File: src/rtl/fft_frame_sched.sv
//==============================================================================
// fft_frame_sched
//
// Frame scheduler in front of a streaming FFT pipeline. Accepts complex
// samples from an upstream valid/ready stream, tags each with its in-frame
// address and forwards it to the FFT input one cycle later. After every full
// frame a fixed idle gap is inserted. A new frame only starts while the
// number of frames inside the FFT is below MAX_INFLIGHT. The FFT output is
// re-registered into a result stream, its address sequence is checked, and
// completed frames are counted.
//
// Parameters
//   TOTAL_STAGE   log2 of FFT points (frame length 2**TOTAL_STAGE)
//   CPLX_WIDTH    complex sample width, {re,im}
//   MAX_INFLIGHT  max frames inside the FFT pipeline (1..7)
//   GAP_CYC       idle cycles after each input frame (>=1)
//
// Ports
//   iclk, rst_n                 clock (rising edge), async active-low reset
//   cfg_enable                  frame-start permission, sampled per frame
//   s_valid/s_data/s_ready      upstream sample stream
//   fft_ien/fft_iaddr/fft_idata FFT pipeline input drive
//   fft_oen/fft_oaddr/fft_odata FFT pipeline output
//   m_valid/m_data/m_addr/m_last result stream (no backpressure)
//   busy                        not idle or frames still in flight
//   inflight                    frames currently inside the FFT
//   frames_done                 completed output frames (wraps)
//   err_seq                     sticky output-sequence error
//==============================================================================
module fft_frame_sched #(
    parameter int TOTAL_STAGE  = 4,
    parameter int CPLX_WIDTH   = 32,
    parameter int MAX_INFLIGHT = 2,
    parameter int GAP_CYC      = 2
) (
    input  logic                   iclk,
    input  logic                   rst_n,
    input  logic                   cfg_enable,
    input  logic                   s_valid,
    input  logic [CPLX_WIDTH-1:0]  s_data,
    output logic                   s_ready,
    output logic                   fft_ien,
    output logic [TOTAL_STAGE-1:0] fft_iaddr,
    output logic [CPLX_WIDTH-1:0]  fft_idata,
    input  logic                   fft_oen,
    input  logic [TOTAL_STAGE-1:0] fft_oaddr,
    input  logic [CPLX_WIDTH-1:0]  fft_odata,
    output logic                   m_valid,
    output logic [CPLX_WIDTH-1:0]  m_data,
    output logic [TOTAL_STAGE-1:0] m_addr,
    output logic                   m_last,
    output logic                   busy,
    output logic [2:0]             inflight,
    output logic [15:0]            frames_done,
    output logic                   err_seq
);

    localparam int GW = (GAP_CYC > 1) ? $clog2(GAP_CYC) : 1;
    localparam logic [TOTAL_STAGE-1:0] CNT_LAST = '1;
    localparam logic [GW-1:0]          GAP_END  = GW'(GAP_CYC - 1);
    localparam logic [2:0]             INF_MAX  = 3'(MAX_INFLIGHT);

    typedef enum logic [1:0] {
        ST_IDLE,
        ST_LOAD,
        ST_GAP
    } state_e;

    state_e state_q, state_d;

    logic [TOTAL_STAGE-1:0] in_cnt_q, in_cnt_d;
    logic [TOTAL_STAGE-1:0] out_cnt_q, out_cnt_d;
    logic [GW-1:0]          gap_cnt_q, gap_cnt_d;
    logic [2:0]             inflight_q, inflight_d;
    logic [15:0]            frames_q, frames_d;
    logic                   err_q, err_d;

    logic                   fft_ien_q;
    logic [TOTAL_STAGE-1:0] fft_iaddr_q;
    logic [CPLX_WIDTH-1:0]  fft_idata_q;
    logic                   m_valid_q;
    logic [CPLX_WIDTH-1:0]  m_data_q;
    logic [TOTAL_STAGE-1:0] m_addr_q;
    logic                   m_last_q;

    logic xfer;
    logic in_last;
    logic out_last;
    logic inf_inc;
    logic inf_dec;

    //--------------------------------------------------------------------------
    // FSM: state register
    //--------------------------------------------------------------------------
    always_ff @(posedge iclk or negedge rst_n) begin
        if (!rst_n) begin
            state_q <= ST_IDLE;
        end else begin
            state_q <= state_d;
        end
    end

    //--------------------------------------------------------------------------
    // FSM: next state
    //--------------------------------------------------------------------------
    always_comb begin
        state_d = state_q;
        unique case (state_q)
            ST_IDLE: begin
                if (cfg_enable && (inflight_q < INF_MAX)) begin
                    state_d = ST_LOAD;
                end
            end
            ST_LOAD: begin
                // cfg_enable is deliberately ignored here: a started frame
                // always completes.
                if (in_last) begin
                    state_d = ST_GAP;
                end
            end
            ST_GAP: begin
                if (gap_cnt_q == GAP_END) begin
                    state_d = ST_IDLE;
                end
            end
            default: state_d = ST_IDLE;
        endcase
    end

    //--------------------------------------------------------------------------
    // FSM: outputs (decoded from the state register only)
    //--------------------------------------------------------------------------
    always_comb begin
        s_ready = (state_q == ST_LOAD);
        busy    = (state_q != ST_IDLE) || (inflight_q != '0);
    end

    //--------------------------------------------------------------------------
    // Transfer and frame-boundary events
    //--------------------------------------------------------------------------
    always_comb begin
        xfer     = s_valid && s_ready;
        in_last  = xfer && (in_cnt_q == CNT_LAST);
        out_last = fft_oen && (out_cnt_q == CNT_LAST);
        inf_inc  = in_last;
        // Never decrement below zero; a spurious pulse only flags err_seq.
        inf_dec  = out_last && (inflight_q != '0);
    end

    //--------------------------------------------------------------------------
    // Counter / status next-state
    //--------------------------------------------------------------------------
    always_comb begin
        in_cnt_d   = in_cnt_q;
        out_cnt_d  = out_cnt_q;
        gap_cnt_d  = '0;
        inflight_d = inflight_q;
        frames_d   = frames_q;
        err_d      = err_q;

        if (xfer) begin
            in_cnt_d = in_cnt_q + TOTAL_STAGE'(1);
        end

        if (state_q == ST_GAP) begin
            gap_cnt_d = gap_cnt_q + GW'(1);
        end

        if (fft_oen) begin
            out_cnt_d = out_cnt_q + TOTAL_STAGE'(1);
            if ((fft_oaddr != out_cnt_q) || (inflight_q == '0)) begin
                err_d = 1'b1;
            end
        end

        unique case ({inf_inc, inf_dec})
            2'b10:   inflight_d = inflight_q + 3'd1;
            2'b01:   inflight_d = inflight_q - 3'd1;
            default: inflight_d = inflight_q;
        endcase

        if (out_last) begin
            frames_d = frames_q + 16'd1;
        end
    end

    always_ff @(posedge iclk or negedge rst_n) begin
        if (!rst_n) begin
            in_cnt_q   <= '0;
            out_cnt_q  <= '0;
            gap_cnt_q  <= '0;
            inflight_q <= '0;
            frames_q   <= '0;
            err_q      <= 1'b0;
        end else begin
            in_cnt_q   <= in_cnt_d;
            out_cnt_q  <= out_cnt_d;
            gap_cnt_q  <= gap_cnt_d;
            inflight_q <= inflight_d;
            frames_q   <= frames_d;
            err_q      <= err_d;
        end
    end

    //--------------------------------------------------------------------------
    // FFT input drive: one cycle after each accepted sample
    //--------------------------------------------------------------------------
    always_ff @(posedge iclk or negedge rst_n) begin
        if (!rst_n) begin
            fft_ien_q   <= 1'b0;
            fft_iaddr_q <= '0;
            fft_idata_q <= '0;
        end else begin
            fft_ien_q <= xfer;
            if (xfer) begin
                fft_iaddr_q <= in_cnt_q;
                fft_idata_q <= s_data;
            end
        end
    end

    //--------------------------------------------------------------------------
    // Result stream: FFT output registered once
    //--------------------------------------------------------------------------
    always_ff @(posedge iclk or negedge rst_n) begin
        if (!rst_n) begin
            m_valid_q <= 1'b0;
            m_data_q  <= '0;
            m_addr_q  <= '0;
            m_last_q  <= 1'b0;
        end else begin
            m_valid_q <= fft_oen;
            m_data_q  <= fft_odata;
            m_addr_q  <= fft_oaddr;
            m_last_q  <= out_last;
        end
    end

    assign fft_ien     = fft_ien_q;
    assign fft_iaddr   = fft_iaddr_q;
    assign fft_idata   = fft_idata_q;
    assign m_valid     = m_valid_q;
    assign m_data      = m_data_q;
    assign m_addr      = m_addr_q;
    assign m_last      = m_last_q;
    assign inflight    = inflight_q;
    assign frames_done = frames_q;
    assign err_seq     = err_q;

endmodule

File: config.mk
export PLATFORM = sky130hd
export DESIGN_NAME = fft_frame_sched
export DESIGN_NICKNAME = d
export VERILOG_FILES = /design/src/rtl/fft_frame_sched.sv
export SDC_FILE = /design/constraint.sdc
export NUM_CORES = 1
export LEC_CHECK = 0
export ABC_AREA = 1
export BUFFER_PORTS_ARGS = -buffer_cell sky130_fd_sc_hd__buf_2
export CORE_AREA = 2 2 91 93
export DETAILED_ROUTE_END_ITERATION = 8
export DIE_AREA = 0 0 93 95
export PLACE_DENSITY = 0.8
export SETUP_SLACK_MARGIN = 0.4
export SLEW_MARGIN = 40
export SYNTH_ARGS = -nofsm -noshare
export SYNTH_HDL_FRONTEND = slang
export SYNTH_SLANG_ARGS = --single-unit
File: constraint.sdc
create_clock -name iclk -period 3.8 [get_ports iclk]
set_input_delay 0.95 -clock iclk [delete_from_list [all_inputs] [get_ports iclk]]
set_output_delay 0.95 -clock iclk [all_outputs]
set_load 0.02 [all_outputs]
==> flow_summary.toml, run 1 <==
[yosys]
ys_ff_latch = 106
synth_warnings = 0
synth_area_mm2 = 0.003900
syn_area_per_cell_um2 = 10.96
synthesis.nets = 434
yosysSeqAreaShare = 0.6801
ys_types = 22
synthCells = 356

[global_routing]
grt_max_degree = 74
grt_overflow = 0
grt_pass1_wl_mm = 13.34
antenna_found_initial = 0
grt_pass1_vias = 2916
grt_use_total = 0.1947

[finish]
drive_gt1_frac = 0.3743
layout_common_cells = "168 x buf_2, 142 x nand2_1, 106 x dfrtp_1"
postLayoutCoreUtil = 0.6419
num_antenna_cells = 0
nets = 610
syn_to_final_growth_pct = 30.48
final_common_cell = "buf_2"
design_area_mm2 = 0.005089

[clocking]
clkTransAtPathRegs_ns = 0.10
numCtsBuffers = 9
cts_resized = 0
cts_tree = "built"
clock_sinks = 106
clockBufferDepth = 2
cts.htree.levels = 3
post_cts_buffers = 0
cts_root_buffer = "clkbuf_8"
clk_latency_ns = 0.36
hold_buffers = 0

[sta]
rsz0062_at_grt = "no"
clock_skew_ns = 0.01038
slew_headroom = 0.5738
fmax_mhz = 426.7
fin_crit_ns = 2.344
setup_tns_ns = 0
worstMarginPinSlew_ns = 0.6392
report.final.hold_viol_count = 0
timing.final.crit_share = 0.6167
setup_viol_count_final = 0
maxSlewViolCount = 0

[die]
fp.dieW_um = 93
placementRows = 33
die_area_mm2 = 0.008835
chipHeight_um = 95
io_pins = 170
start_util = 0.4920
coreArea_mm2 = 0.007928

[worst_setup_path]
crit_arrival_ns = 2.59
worst_path_dominant_cell_family = "adder cells"
critPathMaxStageDelay_ns = 0.40
startpoint_type = "input pin"
crit_path_cell_trace = "buf_2 -> nand2_4 -> nor2_8 -> nand2_1 -> inv_1 -> ha_1 -> inv_1 -> fa_1 -> a21oi_1 -> o21ai_0 -> xor2_1"
end_kind = "flip-flop"
cp.depth = 11
crit_top_cell = "inv_1"
r2r_cells = 11
critical_path_class = "input pin to flip-flop"
path_buf_inv = 3
ff2ff_setup_slack_ns = 1.59
slowest_stage = "fa_1"
worstPathRequired_ns = 4.04
worstPathMaxFanout = 9

[placed_design]
port_buffers = 169
hpwl_mm = 6.068
place_congestion = 0.7650
dpl_cell_area_mm2 = 0.004872

[pwr]
ir_drop_mv = 0.3270
powerDensity_mw_per_mm2 = 654.2
fin_total_pwr_mw = 3.329
power.leakage_nw = 2.927

[routing]
routed_wl_mm = 8.145
routedWlPerCell_um = 12.69
detail-route-antenna-nets = 0
vias_per_cell = 4.656
initialDrtViolationCount = 85
drc = 0
vias = 2989
first_pass_iters = 4

[hold_path]
hold_class = "flip-flop to flip-flop"
whs_path_depth = 1

[run]
maxCapViolCount = 0

[outcome]
status = "complete, no violations"
worst paths after layout:
kind | from | end
max | fft_oen | inflight[2]
min | gap_cnt_q | gap_cnt_q
max reg2reg | out_cnt_q[0] | inflight[2]
min reg2reg | gap_cnt_q | gap_cnt_q
max in group asynchronous | rst_n | state_q[0]
min in group asynchronous | rst_n | frames_done[15]
routing by layer:
metal  vias to the layer above  routed length [um]  global-route usage
li1                       1449                   -                   -
met1                      1438                3439              0.2414
met2                        94                4110              0.3418
met3                         8                 523             0.03831
met4                         0                  72             0.06985
met5                         -                   0                   0
cells by family after synthesis:
kind of cell / Yosys count / synth area share
muxes: 1 / 0.002887
xor gates and xnor gates: 23 / 0.05165
AOI/OAI and AO/OA: 5 / 0.006415
adders and majority gates: 5 / 0.01797
DFF: 106 / 0.6801
buffers and inverters: 33 / 0.03465
and+or+nand+nor: 183 / 0.2063
stage by stage:
step / worst slack (ns) / hold slack (ns) / instances
3_3_place_gp: 1.214 / 0.4104 / 626
4_1_cts: 1.465 / 0.4294 / 642
5_1_grt: 1.360 / 0.4427 / 642
3_5_place_dp: 1.128 / 0.4141 / 626
2_1_floorplan: 1.396 / 0.3936 / 356
6_report: 1.456 / 0.4260 / 642
state kept, by name (all words and copies together), names as in the netlist:
signal / cells
inflight: 3
m_last: 1
in_cnt_q: 4
err_seq: 1
out_cnt_q: 4
fft_ien: 1
gap_cnt_q: 1
fft_iaddr: 4
m_addr: 4
m_data: 32
frames_done: 16
fft_idata: 32
state_q: 2
m_valid: 1
Yosys cell counts, drive strengths merged:
master    n  area share
a21oi     1      0.0013
buf       7      0.0096
clkbuf    1     0.00096
dfrtp   106        0.68
fa        1      0.0051
ha        4       0.013
inv      25       0.024
mux2      1      0.0029
nand2   148        0.15
nand3     7      0.0090
nand4     9       0.014
nor2     14       0.024
nor3      5      0.0090
o21ai     4      0.0051
xnor2     7       0.016
xor2     16       0.036
layout make-up:
cell class	count	area, um^2
clock buffer	10	137.6
clock inverter	6	78.83
fill	701	2839
inverter	25	93.84
multi-input combinational	217	1112
sequential	106	2653
tap	105	131.4
timing repair buffer	173	882.1
power by group:
group          internal [mW]  switching [mW]  leakage (nW)
Sequential              1.39           0.170          1.29
Combinational          0.361           0.678          1.52
Clock                  0.339           0.392         0.112
Total                   2.09            1.24          2.93
Power figures use the tool's default switching activity.
==> run 2, diff against run 1 <==
- CORE_AREA: 2 2 91 93 -> 2 2 100 102
- DIE_AREA: 0 0 93 95 -> 0 0 102 104
- PLACE_DENSITY: 0.8 -> 0.7
- clock period: 3.8 -> 2.1 ns (I/O delays scaled with it)
==> run 2 against run 1 <==
Against the previous run:
- die area increased by 20%
- power rose by 80%
- worst setup slack got worse by 1.2 ns
- combinational power is 94% higher
- largest power group unchanged
- worst hold slack got worse by 0.21 ns
- core utilization down 9.4 points
- sequential cell count stayed put
- wire length rose by 0.93%
- clock power grew 60%
- clock skew down 0.0054 ns
- register-to-register slack got worse by 1.4 ns
==> flow_summary.toml, run 2 (same netlist as run 1, synthesis figures left out) <==
[die]
chipHeight_um = 104
placementRows = 36
start_util = 0.4084
io_pins = 170
coreArea_mm2 = 0.009549
fp.dieW_um = 102
die_area_mm2 = 0.01061

[worst_setup_path]
worstPathMaxFanout = 2
ff2ff_setup_slack_ns = 0.21
r2r_cells = 11
worstSetupEndpoint = "inflight[2]"
crit_arrival_ns = 2.13
end_kind = "flip-flop"
r2r-start = "out_cnt_q[0]"
startpoint_type = "flip-flop"
r2r_end = "inflight[2]"
critical_path_class = "flip-flop to flip-flop"
worstPathRequired_ns = 2.35
crit_start = "out_cnt_q[0]"

[sta]
maxSlewViolCount = 0
fmax_mhz = 530.0
slew_headroom = 0.6413
rsz0062_at_grt = "yes"
timing.final.crit_share = 0.8984
fin_crit_ns = 1.887
setup_viol_count_final = 0
worstMarginPinSlew_ns = 0.5381
setup_slack_ns = 0.2133
report.final.hold_viol_count = 0
setup_tns_ns = 0
clock_skew_ns = 0.005018

[clocking]
clockBufferDepth = 2
cts.htree.levels = 3
cts_tree = "built"
clkTransAtPathRegs_ns = 0.10
clock_sinks = 106
cts_root_buffer = "clkbuf_8"
clk_latency_ns = 0.36
numCtsBuffers = 9

[placed_design]
place_congestion = 0.7458
hpwl_mm = 5.756
port_buffers = 169
numPlacedInstances = 654
dpl_cell_area_mm2 = 0.004923
place_ws_ns = 0.01407

[pwr]
power.leakage_nw = 2.964
powerDensity_mw_per_mm2 = 1146
ir_drop_mv = 0.5033

[global_routing]
grt_pass1_wl_mm = 13.10
grt_overflow = 0
grt_use_total = 0.1563
antenna_found_initial = 0
grt_pass1_vias = 2928
grt_max_degree = 107

[routing]
routedWlPerCell_um = 12.07
first_pass_iters = 4
vias_per_cell = 4.304
routed_wl_mm = 8.221
vias = 2931
initialDrtViolationCount = 71
detail-route-antenna-nets = 0
drc = 0

[hold_path]
hold_class = "input pin to asynchronous set/reset pin"

[outcome]
status = "complete, no violations"

[run]
maxCapViolCount = 0

[finish]
fin_cells = 681
design_area_mm2 = 0.005231
fillers = 865
nets = 621
layout_common_cells = "166 x buf_2, 140 x nand2_1, 106 x dfrtp_1"
final_common_cell = "buf_2"
num_antenna_cells = 0
drive_gt1_frac = 0.4106
syn_to_final_growth_pct = 34.14
## run 2: power by group
part           internal [mW]  total [mW]  switching [mW]
sequential              2.51        2.81           0.294
combinational          0.756        2.02            1.26
clock                  0.500        1.17           0.669
## run 2: critical path: stages (launching register included)
cell and delay, ns:
dfrtp_1 0.37, ha_2 0.19, nand2_4 0.07, nor2_8 0.10, nand2_1 0.05, inv_1 0.07
ha_2 0.18, inv_2 0.04, fa_2 0.35, a21oi_2 0.12, o21ai_1 0.08, xor2_1 0.15
## run 2: final cells by class
class	count	area, um^2	share of cell area
clock inverters	5	37.54	0.007175
flip-flops and latches	106	2653	0.5071
inverters	25	93.84	0.01794
multi-input cells	217	1136	0.2172
clock buffers	11	151.4	0.02894
well taps	133	166.4	0.03181
repair buffers	184	993.5	0.1899
## run 2: timing repair
action / CTS / global route
resized for setup: 5 / 11
setup buffers: 5 / 6
pin swaps: 0 / 3
setup endpoints to repair: 3 / 5
hold buffers: 0 / 0
## run 2: through the flow
| stage | hold slack, ns | util | power [mW] |
|---|---|---|---|
| CTS | 0.2319 | 0.5402 | 6.002 |
| detailed placement | 0.4077 | 0.5156 | 4.762 |
| global placement | 0.4054 | 0.5156 | 4.688 |
| global route | 0.2327 | 0.5478 | 6.399 |
| finish | 0.2153 | 0.5478 | 5.997 |
| floorplan | 0.2294 | - | 4.041 |
## run 2: routing by layer
layer  wire length (um)  vias up  track usage  share of wire
met5                  0        -            0              0
met4                157        0      0.07143          0.019
met3                424       13      0.02621          0.052
met2               4119       88       0.2711           0.50
met1               3519     1365       0.1869           0.43
li1                   -     1465            -              -
## run 2: worst min path at each step
stage	start	to	slack, ns	depth (start not counted)
2_1_floorplan	rst_n	err_seq	0.23	0
3_3_place_gp	gap_cnt_q	gap_cnt_q	0.41	1
3_5_place_dp	gap_cnt_q	gap_cnt_q	0.41	1
4_1_cts	rst_n	m_data[24]	0.23	2
5_1_grt	fft_odata[13]	m_data[13]	0.23	1
6_report	rst_n	m_data[18]	0.22	2
